File: config.mk
export PLATFORM = sky130hd
export DESIGN_NAME = sccb_init_sequencer
export DESIGN_NICKNAME = d
export VERILOG_FILES = /design/src/rtl/sccb_init_sequencer.sv
export SDC_FILE = /design/constraint.sdc
export NUM_CORES = 1
export LEC_CHECK = 0
export ABC_CLOCK_PERIOD_IN_PS = 2350
export BUFFER_PORTS_ARGS = -buffer_cell sky130_fd_sc_hd__buf_4
export CORE_MARGIN = 5
export CORE_UTILIZATION = 54
export CTS_BUF_LIST = sky130_fd_sc_hd__clkbuf_8
export CTS_CLUSTER_DIAMETER = 200
export CTS_CLUSTER_SIZE = 28
export DETAILED_ROUTE_END_ITERATION = 10
export GPL_ROUTABILITY_DRIVEN = 0
export PLACE_DENSITY = 0.78
export SKIP_CTS_REPAIR_TIMING = 1
export SYNTH_ARGS = -nofsm -noshare
export SYNTH_HDL_FRONTEND = slang
export SYNTH_SLANG_ARGS = --single-unit
File: constraint.sdc
create_clock -name clk -period 2.35 [get_ports clk]
set_input_delay 0.1175 -clock clk [delete_from_list [all_inputs] [get_ports clk]]
set_output_delay 0.1175 -clock clk [all_outputs]
set_load 0.1 [all_outputs]
File: src/rtl/sccb_init_sequencer.sv
// Camera bring-up sequencer: pulses cam_rstn, then replays a ROM register table as SCCB writes.
// Latency: RST_CYCLES + PWRUP_CYCLES before the first command, then about 3 cycles plus core time per entry.
// Backpressure: each command waits for sccb_done to rise and then fall; a stuck phase ends in ERROR after TIMEOUT.
//
// Ports:
//   clk, resetn          clock, asynchronous active-low reset
//   go / busy            start pulse (ignored unless idle) / sequence in progress
//   init_done, error     sticky completion / failure flags; err_index = failing table index
//   rom_addr, rom_data   table read port; data valid one cycle after the address
//   sccb_*               command to the SCCB master core; sccb_done is a level that may last many cycles
//   cam_rstn             camera hardware reset, active low
module sccb_init_sequencer #(
   parameter logic [6:0] CAM_ID       = 7'h21,
   parameter int         ROM_AW       = 8,
   parameter int         RST_CYCLES   = 1000,
   parameter int         PWRUP_CYCLES = 3000,
   parameter int         DELAY_UNIT   = 100,
   parameter int         TIMEOUT      = 65535,
   parameter int         VERIFY       = 0
) (
   input  logic              clk,
   input  logic              resetn,
   input  logic              go,
   output logic              busy,
   output logic              init_done,
   output logic              error,
   output logic [ROM_AW-1:0] err_index,
   output logic [ROM_AW-1:0] rom_addr,
   input  logic [15:0]       rom_data,
   output logic              sccb_start,
   output logic              sccb_rw,
   output logic [6:0]        sccb_id_addr,
   output logic [7:0]        sccb_sub_addr,
   output logic [7:0]        sccb_data_in,
   input  logic [7:0]        sccb_data_out,
   input  logic              sccb_done,
   output logic              cam_rstn
);

   // One shared counter serves every timed state; size it for the largest interval, never below 17 bits.
   localparam int MAX_A  = (TIMEOUT > 255 * DELAY_UNIT) ? TIMEOUT : 255 * DELAY_UNIT;
   localparam int MAX_B  = (RST_CYCLES > PWRUP_CYCLES) ? RST_CYCLES : PWRUP_CYCLES;
   localparam int MAX_C  = (MAX_A > MAX_B) ? MAX_A : MAX_B;
   localparam int CW_RAW = $clog2(MAX_C + 1);
   localparam int CW     = (CW_RAW < 17) ? 17 : CW_RAW;

   typedef enum logic [3:0] {
      S_IDLE, S_RST_LOW, S_RST_WAIT, S_FETCH, S_DECODE, S_CMD, S_WAIT_HI,
      S_WAIT_LO, S_CHECK, S_DELAY, S_NEXT, S_FINISH, S_ERROR
   } state_t;

   state_t        state, state_nxt;
   logic [CW-1:0] cnt;
   logic          is_end, is_delay;

   assign is_end       = (rom_data == 16'hFFFF);
   assign is_delay     = (rom_data[15:8] == 8'hF0);
   assign sccb_id_addr = CAM_ID;

   // State register
   always_ff @(posedge clk or negedge resetn) begin
      if (!resetn) state <= S_IDLE;
      else         state <= state_nxt;
   end

   // Next-state logic
   always_comb begin
      state_nxt = state;
      case (state)
         S_IDLE:     if (go) state_nxt = S_RST_LOW;
         S_RST_LOW:  if (cnt == CW'(RST_CYCLES - 1)) state_nxt = S_RST_WAIT;
         S_RST_WAIT: if (cnt == CW'(PWRUP_CYCLES - 1)) state_nxt = S_FETCH;
         S_FETCH:    state_nxt = S_DECODE;
         S_DECODE: begin
            if (is_end)                         state_nxt = S_FINISH;
            else if (is_delay && rom_data[7:0] == 8'h00) state_nxt = S_NEXT;
            else if (is_delay)                  state_nxt = S_DELAY;
            else                                state_nxt = S_CMD;
         end
         S_CMD:      state_nxt = S_WAIT_HI;
         S_WAIT_HI: begin
            if (sccb_done)                        state_nxt = S_WAIT_LO;
            else if (cnt == CW'(TIMEOUT - 1))     state_nxt = S_ERROR;
         end
         S_WAIT_LO: begin
            // sccb_rw still tells which command just completed
            if (!sccb_done) begin
               if (VERIFY != 0 && !sccb_rw) state_nxt = S_CMD;
               else if (sccb_rw)            state_nxt = S_CHECK;
               else                         state_nxt = S_NEXT;
            end else if (cnt == CW'(TIMEOUT - 1)) begin
               state_nxt = S_ERROR;
            end
         end
         S_CHECK:    state_nxt = (sccb_data_out != sccb_data_in) ? S_ERROR : S_NEXT;
         S_DELAY:    if (cnt == '0) state_nxt = S_NEXT;
         // Stop at the top of the table rather than wrapping back onto entry 0
         S_NEXT:     state_nxt = (rom_addr == {ROM_AW{1'b1}}) ? S_FINISH : S_FETCH;
         S_FINISH:   state_nxt = S_IDLE;
         S_ERROR:    state_nxt = S_IDLE;
         default:    state_nxt = S_IDLE;
      endcase
   end

   // Counter, table pointer, command fields and sticky status
   always_ff @(posedge clk or negedge resetn) begin
      if (!resetn) begin
         cnt           <= '0;
         rom_addr      <= '0;
         err_index     <= '0;
         init_done     <= 1'b0;
         error         <= 1'b0;
         sccb_rw       <= 1'b0;
         sccb_sub_addr <= 8'h00;
         sccb_data_in  <= 8'h00;
      end else begin
         case (state)
            S_IDLE: begin
               cnt <= '0;
               if (go) begin
                  init_done <= 1'b0;
                  error     <= 1'b0;
                  err_index <= '0;
                  rom_addr  <= '0;
               end
            end
            S_RST_LOW, S_RST_WAIT, S_WAIT_HI:
               cnt <= (state_nxt == state) ? cnt + CW'(1) : '0;
            S_WAIT_LO: begin
               cnt <= (state_nxt == state) ? cnt + CW'(1) : '0;
               if (state_nxt == S_CMD) sccb_rw <= 1'b1;
            end
            S_DECODE: begin
               cnt <= '0;
               if (is_delay && rom_data[7:0] != 8'h00) begin
                  // DELAY lasts exactly data*DELAY_UNIT cycles while counting down to zero
                  cnt <= CW'(rom_data[7:0]) * CW'(DELAY_UNIT) - CW'(1);
               end else if (!is_end && !is_delay) begin
                  sccb_sub_addr <= rom_data[15:8];
                  sccb_data_in  <= rom_data[7:0];
                  sccb_rw       <= 1'b0;
               end
            end
            S_DELAY:  if (cnt != '0) cnt <= cnt - CW'(1);
            S_NEXT: begin
               cnt <= '0;
               if (state_nxt == S_FETCH) rom_addr <= rom_addr + 1'b1;
            end
            S_FINISH: init_done <= 1'b1;
            S_ERROR: begin
               error     <= 1'b1;
               err_index <= rom_addr;
            end
            default:  cnt <= '0;
         endcase
      end
   end

   // Outputs decoded from state
   always_comb begin
      busy       = (state != S_IDLE);
      cam_rstn   = (state != S_RST_LOW);
      sccb_start = (state == S_CMD) || (state == S_WAIT_HI);
   end

endmodule

Yosys cells after proc, flatten, opt, wreduce, memory -nomap -nowiden. Index checks and enable logic that the tools add are counted.

Register bits: 56. Bits in latches: 0. Bits in writable memories: 0. ROM bits: 0. Input bits: 28. Output and inout bits: 45. Word-level logic and storage cells: 98. Memories kept: 0.

$add $sub $neg: 4. $mul: 1. Divide/modulo/power cells: 0. $lt $le $gt $ge: 0. Equal/unequal tests: 29. Shift-type cells: 0. Mux-type cells: 29. Bitwise gates (word level): 2. Reduce and logical (&&, ||, !) cells: 24.

Operator list (number): $pmux W17 S4 (1); $mux W17 (3); $mux W4 (11); $pmux W4 S11 (1); $pmux W8 S2 (2); $eq A4 B3 Y1 const B (5); $eq A4 B4 Y1 const B (5); $add A17 B1 Y17 const B (1); $eq A17 B10 Y1 const B (1); $eq A17 B12 Y1 const B (1); $eq A17 B16 Y1 const B (1); $logic_not A17 Y1 (1); $reduce_bool A17 Y1 (1); $sub A17 B1 Y17 const B (1); $eq A16 B16 Y1 const B (1); $eq A8 B8 Y1 const B (2); $mux W8 (2); $sub A15 B1 Y16 const B (1); $mul A8 B5 Y13 const B (1); $eq A4 B2 Y1 const B (3); $ne A2 B2 Y1 const B (6); $add A8 B1 Y8 const B (1); $logic_not A8 Y1 (1); $ne A8 B8 Y1 (1); other kinds (20) (35).

Longest topological paths before layout. Gate-level depths: netlist (run 1).

Depth in word-level cells: 8. Mapped depth: 16. Mapped depth without buffers: 16.

Worst setup path before layout (run 1). No wires, ideal clock.

Path type: input -> register. From: in rom_data[2]. To: reg cnt[15]. Setup time: 0.077 ns. Arrival time: 3.316 ns. Required time: 2.273 ns. Slack: -1.043 ns. Cell stages on the path: 13. Buffers on the path: 0. Path through: inv_1 -> ha_1 -> ha_1 -> fa_1 -> ha_1 -> a21o_1 -> a21oi_1 -> xnor2_1 -> or3_1 -> nor2_1 -> nand3b_1 -> or4_1 -> a21oi_1.

Longest elaborated chain between the ends: 8. Elaborated cells between the ends (all ways): 14. Classes of those cells: 1 x add/sub; 1 x mul; 2 x eq/ne; 6 x mux; 4 x reduce/logical.

Ends and longest elaborated chain: start: declaration (line 29) `input logic [15:0] rom_data,`; branches (longest 7 deep; another with $sub A15 B1 Y16); $pmux W17 S4 (*) (line 117) `case (state)`; end signal: assignment (line 128) `cnt <= (state_nxt == state) ? cnt + CW'(1) : '0;`; end signal: assignment (line 130) `cnt <= (state_nxt == state) ? cnt + CW'(1) : '0;`; end signal: assignment (line 137) `cnt <= CW'(rom_data[7:0]) * CW'(DELAY_UNIT) - CW'(1);`; end: declaration (line 53) `logic [CW-1:0] cnt;`.

Mark *: on every way between the ends. A chain may end at the register's enable or synchronous reset.

Worst setup path after layout (run 1).
From: in rom_data[2]. To: reg cnt[13].

The elaborated chain is that of the path after synthesis.

==> impl_metrics.yaml, run 1 <==
global_routing:
  busiest_layer: "met2"
  met2_usage_pct: 46.4
  grt_use_met3_pct: 4.16
  grt_pass1_wl_um: 22500
  track_usage_pct: 26.7
  grt_use_met1_pct: 33.2
  grt_max_degree: 57
  first_global_vias: 4716
  overflow: 0
  antenna_found_initial: 0
yosys:
  synth_top_area_share_pct: 30.5
  synth.ff_latch_count: 56
  synth_area_per_cell_um2: 8.46
  synth_edf_count: 0
  ys_async_sr_fraction_pct: 100
  synth_top_flop_cell: "dfrtp_1"
  yosysTopAreaCell: "dfrtp_1"
  syn-cell-area_um2: 4600
  seq_area_frac_synth_pct: 30.5
  synthDistinctLibCells: 62
  netlist_top_cells_area: "dfrtp_1, ha_1, nand2_1, xnor2_1, mux2_2"
  syn_inst: 544
  yosys_warnings: 0
placed_design:
  port_buffers: 65
  post-dp-hpwl_um: 10700
  preCtsSetupSlack_ns: -1.07
worst_setup_path:
  cp_max_fo: 4
  critical_path_class: "in2reg"
  crit_slowest_cell: "fa_1"
  worstPathArrival_ns: 3.38
  required_ns: 2.55
  start_kind: "primary input"
  crit_family: "adder cells"
  endpoint_kind: "flop"
  path_cells: "buf_12 > inv_12 > ha_4 > ha_4 > fa_1 > ha_4 > buf_6 > a211oi_1 > o21bai_1 > a21oi_2 > xnor2_1 > nand3b_1 > xnor2_1 > a222oi_1 > a21oi_1"
  crit_path_frequent_cell: "ha_4"
  crit_path_max_incr_delay_ns: 0.54
  path_buf_inv: 3
cts:
  htreeDepth: 2
  numCtsBuffers: 5
  cts.clk_slew.worst_paths_ns: 0.11
  clock_latency_ns: 0.32
  cts.sinks: 56
  root_buffer: "clkbuf_8"
  clock_path_buffers: 2
  cts_tree: "yes"
drt:
  vias: 5142
  drt-total-wl_um: 16600
  drt_iter0_drc: 450
  dr.pass1.iters: 8
  antenna_left: 0
  post_drt_via_cell_ratio: 6.37
  wl_per_cell_um: 20.6
  drcViolationCount: 0
flow_run:
  maxCapViolCount: 0
layout:
  fill_cells: 475
  drive_gt1_share_pct: 41.5
  final_cell_mix: "buf_4, nand2_1, nor2_1, dfrtp_1, nand3_1"
  antennaDiodeCount: 0
  syn_to_final_growth_pct: 42.6
  mostFrequentLayoutCell: "buf_4"
  fin_nets: 771
run_status:
  status: "finished, violations left"
  failed_checks: "negative setup slack"
floorplanning:
  ioPinCount: 73
  row_count: 33
  die_area_um2: 10500
  fp.dieH_um: 102
  start_util_pct: 55.7
  core_area_um2: 8260
  die_w_um: 102
sta:
  final-setup-viol-count: 17
  post-route-worst-setup-slack_ns: -0.829
  relSlewSlack_pct: 49.5
  slew_viol_final: 0
  fmax_mhz: 315
  min_period_over_period_pct: 135
  clock_skew_ns: 0.00851
  rsz0062_at_grt: "true"
  finalHoldViolations: 0
  layout_min_cycle_time_ns: 3.18
  tightest_slew_ns: 0.757
  timing.hold.ws_ns: 0.0298
power_and_ir_drop:
  power-per-cell-area_nw_per_um2: 1170
  leakagePower_nw: 3.03
  peakVddDrop_mv: 0.998
min_path:
  hp-class: "in2reg"
==> synth_stat cells (all sizes together) (12+ instances only) <==
master	instances
a21oi	25
buf	19
clkbuf	14
dfrtp	56
ha	39
inv	23
mux2	16
nand2	59
nand3	26
nand4	14
nor2	47
nor3	18
nor4	12
o21ai	41
xnor2	23
xor2	16
==> state kept, by name (all words and copies together) (netlist names) <==
| register | flops |
|---|---|
| sccb_rw | 1 |
| sccb_sub_addr | 8 |
| error | 1 |
| rom_addr | 8 |
| cnt | 17 |
| state | 4 |
| init_done | 1 |
| sccb_data_in | 8 |
| err_index | 8 |
==> worst paths after layout <==
kind / startpoint / end / slack [ns] / cells after the start
max: rom_data[2] / cnt[13] / -0.83 / 15
min: rom_data[15] / sccb_sub_addr[7] / 0.03 / 2
max reg2reg: cnt[15] / cnt[14] / -0.52 / 12
min reg2reg: error / error / 0.51 / 2
max in group asynchronous: resetn / sccb_data_in[4] / 1.40 / 2
min in group asynchronous: resetn / cnt[2] / 0.36 / 2
==> report_power, final <==
part	leakage [nW]	switching (mW)	total (mW)	internal (mW)
Sequential	0.724	0.190	1.42	1.23
Clock	0.0463	0.372	0.592	0.220
Combinational	2.26	3.74	5.66	1.92
==> cells by family (layout without fill, tap and decap cells) <==
kind of cell               after synthesis  in the layout  share of synthesized area, %
and+or+nand+nor                        217            217                          24.3
AOI/OAI and AO/OA                      114            114                          15.6
DFF                                     56             56                          30.5
buffers and inverters                   56            209                          5.79
adders and majority gates               42             42                          11.9
xor gates and xnor gates                39             39                          7.42
muxes                                   18             18                          4.35
other                                    2              7                         0.163
==> per-stage QoR <==
stage          utilization (%)  power, mW  std cells  TNS, ns  area (um2)
2_1_floorplan                -       4.97        549    -4.30        4780
3_3_place_gp              72.2       6.26        786    -7.89        5960
3_5_place_dp              72.2       6.39        786    -9.60        5960
4_1_cts                   73.3       6.98        794    -7.69        6060
5_1_grt                   79.4       8.01        807   -10.23        6560
6_report                  79.4       7.67        807    -7.76        6560
==> layer usage <==
layer  share of wire, %  wire length [um]
met3                9.4              1570
met1                 34              5720
met2                 50              8330
met5                  0                 0
met4                6.1              1020
==> layout make-up <==
type | instances | area, um2 | share of cell area (%)
Tap cell | 105 | 131 | 2.00
Clock buffer | 5 | 68.8 | 1.05
Clock inverter | 3 | 27.5 | 0.420
Sequential cell | 56 | 1420 | 21.6
Multi-Input combinational cell | 437 | 3370 | 51.4
Inverter | 23 | 106 | 1.62
Timing Repair Buffer | 178 | 1440 | 21.9
No activity file was read; power rests on OpenSTA's default activity.
==> run 2, diff against run 1 <==
==> constraint.sdc (replaced) <==
create_clock -name clk -period 2.35 [get_ports clk]
set_input_delay 0.1175 -clock clk [delete_from_list [all_inputs] [get_ports clk]]
set_output_delay 0.1175 -clock clk [all_outputs]
set_load 0.005 [all_outputs]
==> impl_metrics.yaml, run 2 (synthesized netlist as in run 1, its figures left out) <==
drt:
  drt_iter0_drc: 648
  routed.top_layer: "met4"
  drt-total-wl_um: 16900
  drcViolationCount: 0
  wl_met1_um: 6010
  antenna_left: 0
  vias: 5161
  wl_per_cell_um: 20.8
  dr.pass1.iters: 5
  post_drt_via_cell_ratio: 6.35
  routed-wl-met3_um: 1490
  wl_met2_um: 8420
cts:
  cts.sinks: 56
  cts_tree: "yes"
  root_buffer: "clkbuf_8"
  htreeDepth: 2
  clock_path_buffers: 2
  numCtsBuffers: 5
  clock_latency_ns: 0.32
  cts.clk_slew.worst_paths_ns: 0.12
global_routing:
  antenna_found_initial: 0
  track_usage_pct: 26.9
  overflow: 0
  grt_pass1_wl_um: 22700
  first_global_vias: 4814
  grt_max_degree: 57
sta:
  clock_skew_ns: 0.00745
  final-setup-viol-count: 25
  post-route-worst-setup-slack_ns: -0.828
  finalHoldViolations: 0
  rsz0062_at_grt: "true"
  tightest_slew_ns: 0.746
  min_period_over_period_pct: 135
  relSlewSlack_pct: 50.2
  timing.hold.ws_ns: 0.0379
  layout_min_cycle_time_ns: 3.18
  fmax_mhz: 315
  slew_viol_final: 0
layout:
  fill_cells: 488
  drive_gt1_share_pct: 39.3
  fin_nets: 777
  antennaDiodeCount: 0
  syn_to_final_growth_pct: 42.6
  stdcell_area_um2: 6560
  largest_register_ffs: 17
  final_cell_mix: "buf_4, dfrtp_1, nand2_1, nor2_1, ha_1"
  multiInputGateArea_um2: 3360
  largest_register: "cnt"
  register_area_um2: 1400
  mostFrequentLayoutCell: "buf_4"
floorplanning:
  die_area_um2: 10500
  start_util_pct: 55.7
  ioPinCount: 73
  core_area_um2: 8260
  die_w_um: 102
  row_count: 33
  fp.dieH_um: 102
placed_design:
  port_buffers: 65
  place_area_um2: 5940
  preCtsSetupSlack_ns: -1.13
  post-dp-hpwl_um: 11100
power_and_ir_drop:
  power.share.switching_pct: 44.5
  clkPwrFrac_pct: 9.7
  power-per-cell-area_nw_per_um2: 933
  leakagePower_nw: 3.09
  p_comb_share_pct: 67.4
  power.switching_mw: 2.73
  sequentialPowerShare_pct: 23.0
  peakVddDrop_mv: 0.487
  power.internal_mw: 3.40
  finalPower_mw: 6.12
run_status:
  failed_checks: "negative setup slack"
  status: "finished, violations left"
worst_setup_path:
  start_kind: "primary input"
  crit_path_frequent_cell: "a21oi_2"
  worstPathArrival_ns: 3.43
  crit_slowest_cell: "fa_1"
  crit_path_max_incr_delay_ns: 0.53
  required_ns: 2.60
  critical_path_class: "in2reg"
  endpoint_kind: "flop"
  path_cells: "buf_12 > ha_1 > ha_1 > inv_1 > fa_1 > inv_2 > ha_4 > o21ai_0 > o21bai_1 > a21oi_2 > o21bai_1 > a21oi_2 > xnor2_2 > buf_4 > or4_4 > a21oi_2"
  cp_max_fo: 4
flow_run:
  maxCapViolCount: 0
min_path:
  hp-class: "in2reg"
==> run 2: cell types whose count changed in the layout (fill, tap and decap cells not counted), sizes merged <==
cell    previous run  this run
inv               24        25
clkinv             1         0
buf              177       183
==> run 2: power by group through the flow <==
stage,Sequential (mW),Clock (mW),Combinational (mW)
finish,1.41,0.591,4.12
CTS,1.39,0.595,3.42
floorplan,1.41,0,1.94
global route,1.42,0.630,4.38
detailed placement,1.41,0,3.40
global placement,1.39,0,3.26
==> run 2: path summary, 6_finish.rpt <==
kind	start	endpoint	slack [ns]	depth (start not counted)
max	rom_data[2]	cnt[15]	-0.83	16
min reg2reg	error	error	0.49	2
min	rom_data[14]	sccb_sub_addr[6]	0.04	2
min in group asynchronous	resetn	cnt[0]	0.39	2
max in group asynchronous	resetn	sccb_data_in[6]	1.46	2
max reg2reg	cnt[16]	cnt[15]	-0.75	12
==> run 2: final cells by class <==
class / instances / area share, %
Tap cell: 105 / 2.00
Clock buffer: 5 / 1.05
Clock inverter: 3 / 0.381
Timing Repair Buffer: 184 / 22.3
Sequential cell: 56 / 21.4
Multi-Input combinational cell: 437 / 51.3
Inverter: 23 / 1.66
==> run 2: metal layers <==
layer | up-vias | track usage [%]
li1 | 2263 | -
met1 | 2444 | 32.9
met2 | 339 | 47.2
met3 | 115 | 4.51
met4 | 0 | 10.7
met5 | - | 0
==> run 2: critical path, delay by kind of cell <==
kind	cells	cell delay, ns
AND/OR/NAND/NOR	1	0.43
adder cells (fa/ha/maj)	4	1.33
buffers and inverters	4	0.39
XOR/XNOR	1	0.18
AO/OA/AOI/OAI	6	0.98
==> run 2: per-stage QoR <==
step	cells	utilization [%]	TNS, ns
after floorplan	549	-	-4.29
after global placement	787	71.9	-8.05
after detailed placement	787	71.9	-11.15
after CTS	795	73.1	-9.42
after global routing	813	79.5	-13.90
final	813	79.5	-12.27
